--- config.mk ---
export PLATFORM = sky130hd
export DESIGN_NAME = cpu_trace_buffer
export DESIGN_NICKNAME = d
export VERILOG_FILES = /design/src/rtl/cpu_trace_pkg.sv /design/src/rtl/cpu_trace_buffer_fifo.sv /design/src/rtl/cpu_trace_buffer.sv
export SDC_FILE = /design/constraint.sdc
export NUM_CORES = 1
export LEC_CHECK = 0
export CAP_MARGIN = 20
export CORE_MARGIN = 5
export CORE_UTILIZATION = 39
export DETAILED_ROUTE_END_ITERATION = 7
export SLEW_MARGIN = 20
export SYNTH_ARGS = -nofsm -noshare
export SYNTH_HDL_FRONTEND = slang
export SYNTH_SLANG_ARGS = --single-unit
--- constraint.sdc ---
create_clock -name clk -period 3.6 [get_ports clk]
set_input_delay 0.54 -clock clk [delete_from_list [all_inputs] [get_ports clk]]
set_output_delay 0.54 -clock clk [all_outputs]
set_load 0.01 [all_outputs]
--- src/rtl/cpu_trace_pkg.sv ---
// cpu_trace_pkg: shared state encoding, default widths and rd_data field offsets
// for the CPU trace buffer.
//   state_t    IDLE / CAPTURE / FROZEN
//   ENTRY_W    width of one trace entry {stamp, halt, pc, r3, r2, r1, r0}
//   *_LSB/BIT  bit positions of each field inside rd_data (default widths)
package cpu_trace_pkg;

    typedef enum logic [1:0] {
        IDLE    = 2'd0,
        CAPTURE = 2'd1,
        FROZEN  = 2'd2
    } state_t;

    localparam int DEF_DEPTH  = 16;
    localparam int DEF_PC_W   = 4;
    localparam int DEF_DATA_W = 4;
    localparam int DEF_CNT_W  = 8;

    localparam int R0_LSB    = 0;
    localparam int PC_LSB    = 4 * DEF_DATA_W;
    localparam int HALT_BIT  = PC_LSB + DEF_PC_W;
    localparam int STAMP_LSB = HALT_BIT + 1;
    localparam int ENTRY_W   = STAMP_LSB + DEF_CNT_W;

endpackage

--- src/rtl/cpu_trace_buffer_fifo.sv ---
// trace_fifo: synchronous DEPTH x W FIFO with registered level/full/empty.
//   clk, rst (sync, active-low), clr (sync flush)
//   push/din  write request and data; accepted when not full or popping
//   pop       read request; ignored while empty
//   dout      oldest entry (zero while empty)
//   level, full, empty  registered occupancy status
module trace_fifo #(
    parameter int DEPTH = 16,
    parameter int W     = 29
) (
    input  logic                       clk,
    input  logic                       rst,
    input  logic                       clr,
    input  logic                       push,
    input  logic                       pop,
    input  logic [W-1:0]               din,
    output logic [W-1:0]               dout,
    output logic [$clog2(DEPTH):0]     level,
    output logic                       full,
    output logic                       empty
);

    localparam int AW = $clog2(DEPTH);
    localparam logic [AW:0] FULL_LVL = DEPTH[AW:0];

    logic [W-1:0]  mem [DEPTH];
    logic [AW-1:0] wr_ptr;
    logic [AW-1:0] rd_ptr;
    logic          do_push;
    logic          do_pop;
    logic [AW:0]   level_nxt;

    // A push into a full FIFO is allowed when the same cycle frees a slot.
    assign do_pop    = pop && !empty;
    assign do_push   = push && (!full || do_pop);
    assign level_nxt = level + {{AW{1'b0}}, do_push} - {{AW{1'b0}}, do_pop};
    assign dout      = empty ? '0 : mem[rd_ptr];

    always_ff @(posedge clk) begin
        if (!rst || clr) begin
            wr_ptr <= '0;
            rd_ptr <= '0;
            level  <= '0;
            full   <= 1'b0;
            empty  <= 1'b1;
        end else begin
            if (do_push) wr_ptr <= wr_ptr + 1'b1;
            if (do_pop)  rd_ptr <= rd_ptr + 1'b1;
            level <= level_nxt;
            full  <= level_nxt == FULL_LVL;
            empty <= level_nxt == '0;
        end
    end

    always_ff @(posedge clk) begin
        if (do_push) mem[wr_ptr] <= din;
    end

endmodule

--- src/rtl/cpu_trace_buffer.sv ---
// cpu_trace_buffer: change-only trace recorder for the 4-bit CPU core.
//   clk, rst (sync, active-low), en (capture enable), clear (sync flush)
//   halt, pc_in, reg0_in..reg3_in   core state observed every cycle
//   rd_valid/rd_ready/rd_data       drain handshake, rd_data = {stamp,halt,pc,r3,r2,r1,r0}
//   level, full                     FIFO occupancy
//   overflow, drop_cnt              sticky drop flag and saturating drop count
//   frozen                          capture stopped after a halting snapshot
module cpu_trace_buffer
    import cpu_trace_pkg::*;
#(
    parameter int DEPTH  = DEF_DEPTH,
    parameter int PC_W   = DEF_PC_W,
    parameter int DATA_W = DEF_DATA_W,
    parameter int CNT_W  = DEF_CNT_W
) (
    input  logic                              clk,
    input  logic                              rst,
    input  logic                              en,
    input  logic                              clear,
    input  logic                              halt,
    input  logic [PC_W-1:0]                   pc_in,
    input  logic [DATA_W-1:0]                 reg0_in,
    input  logic [DATA_W-1:0]                 reg1_in,
    input  logic [DATA_W-1:0]                 reg2_in,
    input  logic [DATA_W-1:0]                 reg3_in,
    output logic                              rd_valid,
    input  logic                              rd_ready,
    output logic [CNT_W+PC_W+4*DATA_W:0]      rd_data,
    output logic [$clog2(DEPTH):0]            level,
    output logic                              full,
    output logic                              overflow,
    output logic [CNT_W-1:0]                  drop_cnt,
    output logic                              frozen
);

    localparam int SW = 1 + PC_W + 4 * DATA_W;
    localparam int EW = CNT_W + SW;

    state_t        state;
    state_t        state_nxt;
    logic [SW-1:0] snap;
    logic [SW-1:0] last;
    logic [CNT_W-1:0] stamp;
    logic          first;
    logic          offer;
    logic          pop;
    logic          drop;
    logic          fifo_empty;

    // Core state is registered first, so a sample taken at one edge is
    // compared and pushed at the next one.
    assign offer    = state == CAPTURE && !clear && (first || snap != last);
    assign pop      = rd_valid && rd_ready;
    assign drop     = offer && full && !pop;
    assign rd_valid = !fifo_empty;
    assign frozen   = state == FROZEN;

    always_comb begin
        state_nxt = clear                                     ? IDLE    :
                    (state == IDLE && en)                     ? CAPTURE :
                    (state == CAPTURE && offer && snap[SW-1]) ? FROZEN  :
                    (state == CAPTURE && !en)                 ? IDLE    :
                                                                state;
    end

    always_ff @(posedge clk) begin
        if (!rst) state <= IDLE;
        else      state <= state_nxt;
    end

    always_ff @(posedge clk) begin
        if (!rst) begin
            snap     <= '0;
            last     <= '0;
            first    <= 1'b0;
            stamp    <= '0;
            overflow <= 1'b0;
            drop_cnt <= '0;
        end else begin
            snap <= {halt, pc_in, reg3_in, reg2_in, reg1_in, reg0_in};
            if (clear) begin
                first    <= 1'b0;
                stamp    <= '0;
                overflow <= 1'b0;
                drop_cnt <= '0;
            end else begin
                if (state == IDLE && en) begin
                    first <= 1'b1;
                    stamp <= '0;
                end else if (state == CAPTURE) begin
                    stamp <= (&stamp) ? stamp : stamp + 1'b1;
                end
                // Dropped offers still update the reference so the next
                // change is measured against what the core actually did.
                if (offer) begin
                    last  <= snap;
                    first <= 1'b0;
                end
                if (drop) begin
                    overflow <= 1'b1;
                    drop_cnt <= (&drop_cnt) ? drop_cnt : drop_cnt + 1'b1;
                end
            end
        end
    end

    trace_fifo #(
        .DEPTH (DEPTH),
        .W     (EW)
    ) u_fifo (
        .clk   (clk),
        .rst   (rst),
        .clr   (clear),
        .push  (offer),
        .pop   (pop),
        .din   ({stamp, snap}),
        .dout  (rd_data),
        .level (level),
        .full  (full),
        .empty (fifo_empty)
    );

endmodule

After elaboration in Yosys (flattened, before gate mapping) --
Memories as Yosys holds them, arrays and structs flattened. A register that Yosys moved wholly into a read port is not among the register bits. Cells that the tools add are included. W data, S select, Z words.
Cells by class: bitwise operators 4, add/subtract/negate cells 6, muxes and demuxes 8, reduce and logical (&&, ||, !) cells 32, equality and inequality tests 4
Operator list (number):
- $mux W29 | 1
- $ne A21 B21 Y1 | 1
- $add A8 B1 Y8 const B | 2
- $reduce_and A8 Y1 | 2
- $logic_and A1 B1 Y1 | 11
- $add A4 B1 Y4 const B | 2
- $mux W4 | 2
- $logic_not A1 Y1 | 6
- $reduce_and A2 Y1 | 3
- $reduce_or A3 Y1 | 2
- $add A5 B1 Y5 | 1
- $eq A5 B5 Y1 const B | 1
- $logic_not A5 Y1 | 1
- $sub A5 B1 Y5 | 1
- $mux W2 | 2
- $not A1 Y1 | 4
- $logic_or A1 B1 Y1 | 3
- $mux W1 | 3
- $reduce_bool A3 Y1 | 1
- $eq A2 B1 Y1 const B | 1
- $eq A2 B2 Y1 const B | 1
- $logic_not A2 Y1 | 1
- $reduce_bool A2 Y1 | 1
- $reduce_or A2 Y1 | 1
Word-level totals: flip-flop bits (word level) 77, word-level logic and storage cells 68, input port bits 26, bits in writable memories 464, memories kept 1, output and inout port bits 46
Memory list:
- u_fifo.mem | words 16, width 29, rd ports 1, clocked after memory_dff 1, wr ports 1, RTL line cpu_trace_buffer_fifo.sv:26 | logic [W-1:0] mem [DEPTH];

Depth between registers and ports, before layout --
depth after elaboration 8, depth in mapped cells 15, depth with buffers taken out 13

Hierarchy --
A second synthesis with hierarchy kept.
Second synthesis, totals: cells, all modules 1327, area total of the unflattened synthesis 21501.9 um^2
Modules (own cells, without submodules):
- trace_fifo | instances 1, area each 19009.5 um^2, cells an instance 1051, sequential area each 14313.7 um^2
- cpu_trace_buffer | instances 1, area each 2492.4 um^2, cells an instance 276, sequential area each 1241.2 um^2

Worst setup path after synthesis --
No wires, ideal clock.
path type input to register, from input rd_ready, to register u_fifo.empty, required time 3.530 ns, path buffers 2, library setup time 0.070 ns, arrival time 2.772 ns, stages 15, setup slack 0.758 ns, cells stage by stage nor2b_1 -> clkbuf_1 -> nand2b_1 -> nand2_1 -> a21oi_1 -> clkbuf_1 -> ha_1 -> inv_1 -> fa_1 -> inv_1 -> a21o_1 -> a21oi_1 -> xnor2_1 -> nor2_1 -> a21oi_1
Between the ends: longest elaborated chain between the ends 7
RTL lines:
- start, declared | RTL line cpu_trace_buffer.sv:27 | input logic rd_ready,
- $logic_and A1 B1 Y1 | RTL line cpu_trace_buffer.sv:53 | assign pop = rd_valid && rd_ready;
- $logic_and A1 B1 Y1 | RTL line cpu_trace_buffer_fifo.sv:34 | assign do_pop = pop && !empty;
- net u_fifo.do_pop | RTL line cpu_trace_buffer_fifo.sv:30 | logic do_pop;
- $logic_or A1 B1 Y1 | RTL line cpu_trace_buffer_fifo.sv:35 | assign do_push = push && (!full || do_pop);
- $logic_and A1 B1 Y1 | RTL line cpu_trace_buffer_fifo.sv:35
- net u_fifo.do_push | RTL line cpu_trace_buffer_fifo.sv:29 | logic do_push;
- $add A5 B1 Y5 | RTL line cpu_trace_buffer_fifo.sv:36 | assign level_nxt = level + {{AW{1'b0}}, do_push} - {{AW{1'b0}}, do_pop};
- $sub A5 B1 Y5 | RTL line cpu_trace_buffer_fifo.sv:36
- $logic_not A5 Y1 | RTL line cpu_trace_buffer_fifo.sv:51 | empty <= level_nxt == '0;
- end signal, assigned | RTL line cpu_trace_buffer_fifo.sv:45 | empty <= 1'b1;
- end signal, assigned | RTL line cpu_trace_buffer_fifo.sv:51
- end, declared | RTL line cpu_trace_buffer_fifo.sv:20 | output logic empty
The timed path passes the listed nets, and every way through them passes these cells. A chain may end at the register's enable or synchronous reset.

==> summary.md <==
| Metric | Value |
|---|---|
| Clock sink count | approximately 550 |
| Worst hold slack | approximately 0.47 ns |
| Count of cell types in the netlist | 41 |
| Most numerous cell in the Yosys netlist | edfxtp_1 |
| Number of antenna violations at the first check in global routing | 2 |
| Post-placement setup slack | 0.289 ns |
| Main synth FF type | edfxtp_1 |
| Final Routed Wirelength | about 46,000 um |
| Buffering stage count on the worst path with inverters included | 3 |
| Vias post-DR | 10,300 |
| Beginning of the worst hold path | last[12] |
| Layout overhead on the synthesized area | 18.0% |
| Achievable Freq | about 280 MHz |
| Via count of the first global-routing pass | 10,800 |
| Share of the core filled with cells in the final layout | a little under half |
| Drt initial violations | between 700 and 800 |
| IR Drop Worst-Case VDD | 0.315 mV |
| Critical path's top delay family | multiplexers |
| Category of the most critical setup path | reg2out |
| Slowest CP cell | mux4_2 |
| Type of the tightest min-delay check | reg2reg |
| Remaining antenna violation count after routing | 0 |
| Worst hold path stage count | 2 |
| Clock latency at the later pin of the worst-skew pair | approximately 0.6 ns |
| Final critical-path share of the clock period | between 90% and 100% |
| Max-slew violation count | 0 |
| Data arrival at the endpoint of the critical path | slightly below 3 ns |
| Final #Nets | 1,233 |
| Top cell by count, worst path | mux4_2 |
| Setup WS post-layout | between 0.09 and 0.1 ns |
| Reg-to-reg slack, setup | around 0.50 ns |
| Clock buffer depth | 3 |
| Htree depth | 2 |
| Seq/Total Area, Yosys | roughly 74% |
| Critical Path Start Type | register |
| Flop and latch count out of synthesis | around 550 |
| Maximum cell stage delay along the critical path | 0.52 ns |
| Clk slew on worst S/H paths | 0.06 ns |
| I/O pin count | 72 |
| Starting density of the core | between 30 and 40% |
| Weighted congestion reported at the end of routability-driven placement | between 0.7 and 0.8 |
| Drt pass-1 iters | 5 |
| Sum of internal, switching and leakage power | 0.0133 W |
| Finish-stage setup viols | 0 |
| Post-synthesis net count | roughly 1,100 |
| Post-DP HPWL | between 20,000 and 30,000 um |
| Cts-stage hold buffer count | 0 |
| Leading cell types by count after synthesis | edfxtp_1 (464), mux4_2 (145), dfxtp_1 (81) |
| Core region area | 0.0536 mm2 |
| Required arrival time at the worst endpoint | ~3.1 ns |
| Ratio of routed vias to standard cells | ~5.3 |
| Number of port buffers | 71 |
| Die X | around 240 um |
| Number of instances in the synthesized netlist | approximately 1,100 |
| Area share of the largest cell type after synthesis | 66.3% |
| Fraction of layout instances using a drive strength above 1 | between 20% and 30% |
| Start of the worst register-to-register path | last[6] |
| Capture endpoint of the worst hold path | last[12] |
| Antenna fix cells | 0 |
| Wire length of the first global-routing pass | between 60,000 and 70,000 um |
| Largest net degree at the start of global routing | between 60 and 70 |
| Max-cap check violation count | 0 |
| Clock tree from TritonCTS | yes |
| Std-Cell Rows | 85 |
| R2r endpoint | u_fifo.empty |
| Remaining Overflow, GRT | 0 |
| Vertical die dimension | about 240 um |
| Cell at the root of the clock tree | clkbuf_16 |
| Async set-or-reset flop fraction in the synthesized netlist | 0% |
| Count of flip-flops with a built-in enable after synthesis | 464 |
| Post-route clock skew | roughly 0.018 ns |
| Setup crit end kind | output pin |
| Number of buffers created by CTS | 54 |
| Max-slew headroom | 27.3% |
| Critical-path maximum fanout | 13 |
| Setup repair after global routing missed its margin | no |
| Setup TNS after final layout | 0 ns |
| Worst-case reg-to-reg path depth | 13 |
| Total of warnings raised by yosys | 0 |
| Wire length per cell after detailed routing | 23.9 um |
| Residual DRC | 0 |
| Avg Cell Area, Syn | about 20 um2 |
| Floorplan die area | 0.0586 mm2 |
| Cell area after synthesis | around 0.021 mm2 |
| Final count of hold timing violations | 0 |
| Static Leakage | slightly above 8 nW |
| Ordered cell list for the critical path | buf_12 -> buf_16 -> mux4_2 -> mux4_2 -> and2_1 -> clkdlybuf4s50_1 |
| GRT Resource Usage Total | approximately 16% |
| Power per standard cell area | around 540 mW/mm2 |
| Worst slew pin tran | between 1 and 1.5 ns |
| Cells taking the most area after synthesis | edfxtp_1 (66%), mux4_2 (16%), dfxtp_1 (7.7%), and2_1 (1.5%), xnor2_1 (1.0%) |
| Minimum clock period after layout | about 3.5 ns |
| Post-synthesis cell type with the largest combined area | edfxtp_1 |
| Status | complete, no violations |
[area by class of cell]
| type | instances | area [um2] |
|---|---|---|
| Multi-Input combinational cell | 443 | 5150 |
| Sequential cell | 545 | 15600 |
| Clock inverter | 25 | 262 |
| Fill cell | 4538 | 28800 |
| Clock buffer | 75 | 1490 |
| Timing Repair Buffer | 137 | 1420 |
| Inverter | 13 | 48.8 |
| Tap cell | 696 | 871 |
[flip-flops by register name, indices dropped and copies added, names as in the netlist, named ones only]
name / cells
stamp: 8
last: 21
first: 1
overflow: 1
snap: 21
u_fifo.empty: 1
u_fifo.mem: 464
u_fifo.level: 5
drop_cnt: 8
u_fifo.full: 1
u_fifo.rd_ptr: 4
state: 2
u_fifo.wr_ptr: 4
[per-layer routing]
layer | wire, um | GRT usage [%]
met1 | 19900 | 21.5
met5 | 0 | 0
met2 | 23100 | 26.3
met4 | 768 | 3.64
met3 | 2480 | 2.65
[cell usage in the layout (no fill, tap or decap), types with 3 or more instances in the layout]
cell             Yosys  routed
xnor2_1             24      24
inv_1               13      13
nand2b_1             5       5
bufinv_16            0       5
nand3_1             27      27
and4_2               0       4
mux4_2             145     145
clkbuf_16            0      54
xor2_1              10      10
nand2_1             32      32
clkinv_2             0       5
buf_16               0       7
dfxtp_1             81      77
edfxtp_1           464     464
nor2_1              24      24
dlygate4sd2_1        0      15
nand4_1             13      13
clkbuf_8             0       6
clkbuf_1            32      15
nor2b_1              6       6
and3_2               0      12
or3_1                3       3
o21ai_0             20      19
clkinv_1             0       9
clkdlybuf4s50_1      0      48
and2_1              51      51
buf_4                2      52
ha_1                12      12
buf_12               0       6
o21ai_1              9      10
o31ai_1              5       5
dlymetal6s2s_1       0       7
or4_1                4       4
mux2i_1              3       3
a21oi_1             15      15
[kinds of logic (layout without fill, tap and decap cells)]
group | count (synthesis) | after routing | synth area share, %
mux | 148 | 148 | 15.7
simple gates | 188 | 188 | 4.84
xor+xnor | 34 | 34 | 1.42
buf+inv | 69 | 250 | 1.56
fa+ha+maj | 13 | 13 | 0.810
flops | 545 | 545 | 74.0
compound gates | 60 | 60 | 1.67
[worst max-delay path by stage]
| stage | startpoint | to | slack, ns | depth (start not counted) |
|---|---|---|---|---|
| 6_report | register | rd_data[15] | 0.09 | 6 |
| 5_1_grt | register | rd_data[20] | 0.003 | 6 |
| 4_1_cts | register | rd_data[10] | -0.007 | 6 |
| 3_5_place_dp | rd_ready | u_fifo.mem[15][1] | 0.29 | 7 |
| 3_3_place_gp | rd_ready | u_fifo.mem[15][1] | 0.29 | 7 |
| 2_1_floorplan | rd_ready | u_fifo.empty | 0.76 | 15 |
[worst min-delay path, stage by stage, from the launching register on]
cell and delay, ns:
dfxtp_1 0.31, nand3_1 0.06, o21ai_1 0.05
[where the power goes]
part | total [W] | switching, W | internal (W)
clock | 0.00555 | 0.00230 | 0.00324
sequential | 0.00689 | 0.0000272 | 0.00686
combinational | 0.000885 | 0.000449 | 0.000436
total | 0.0133 | 0.00278 | 0.0105
[metrics by stage]
step,std cells,instance area (um2)
after CTS,1919,24700
after global placement,1811,22800
final,1934,24800
after global routing,1934,24800
after detailed placement,1811,22800
after floorplan,1057,21000
[repair_timing]
| action | CTS | global route |
|---|---|---|
| gates resized for setup | 23 | 7 |
| buffers inserted | 5 | 15 |
| endpoints found under the setup margin | 28 | 13 |
| gates cloned | 3 | 0 |
(Power assumes the default switching activity.)
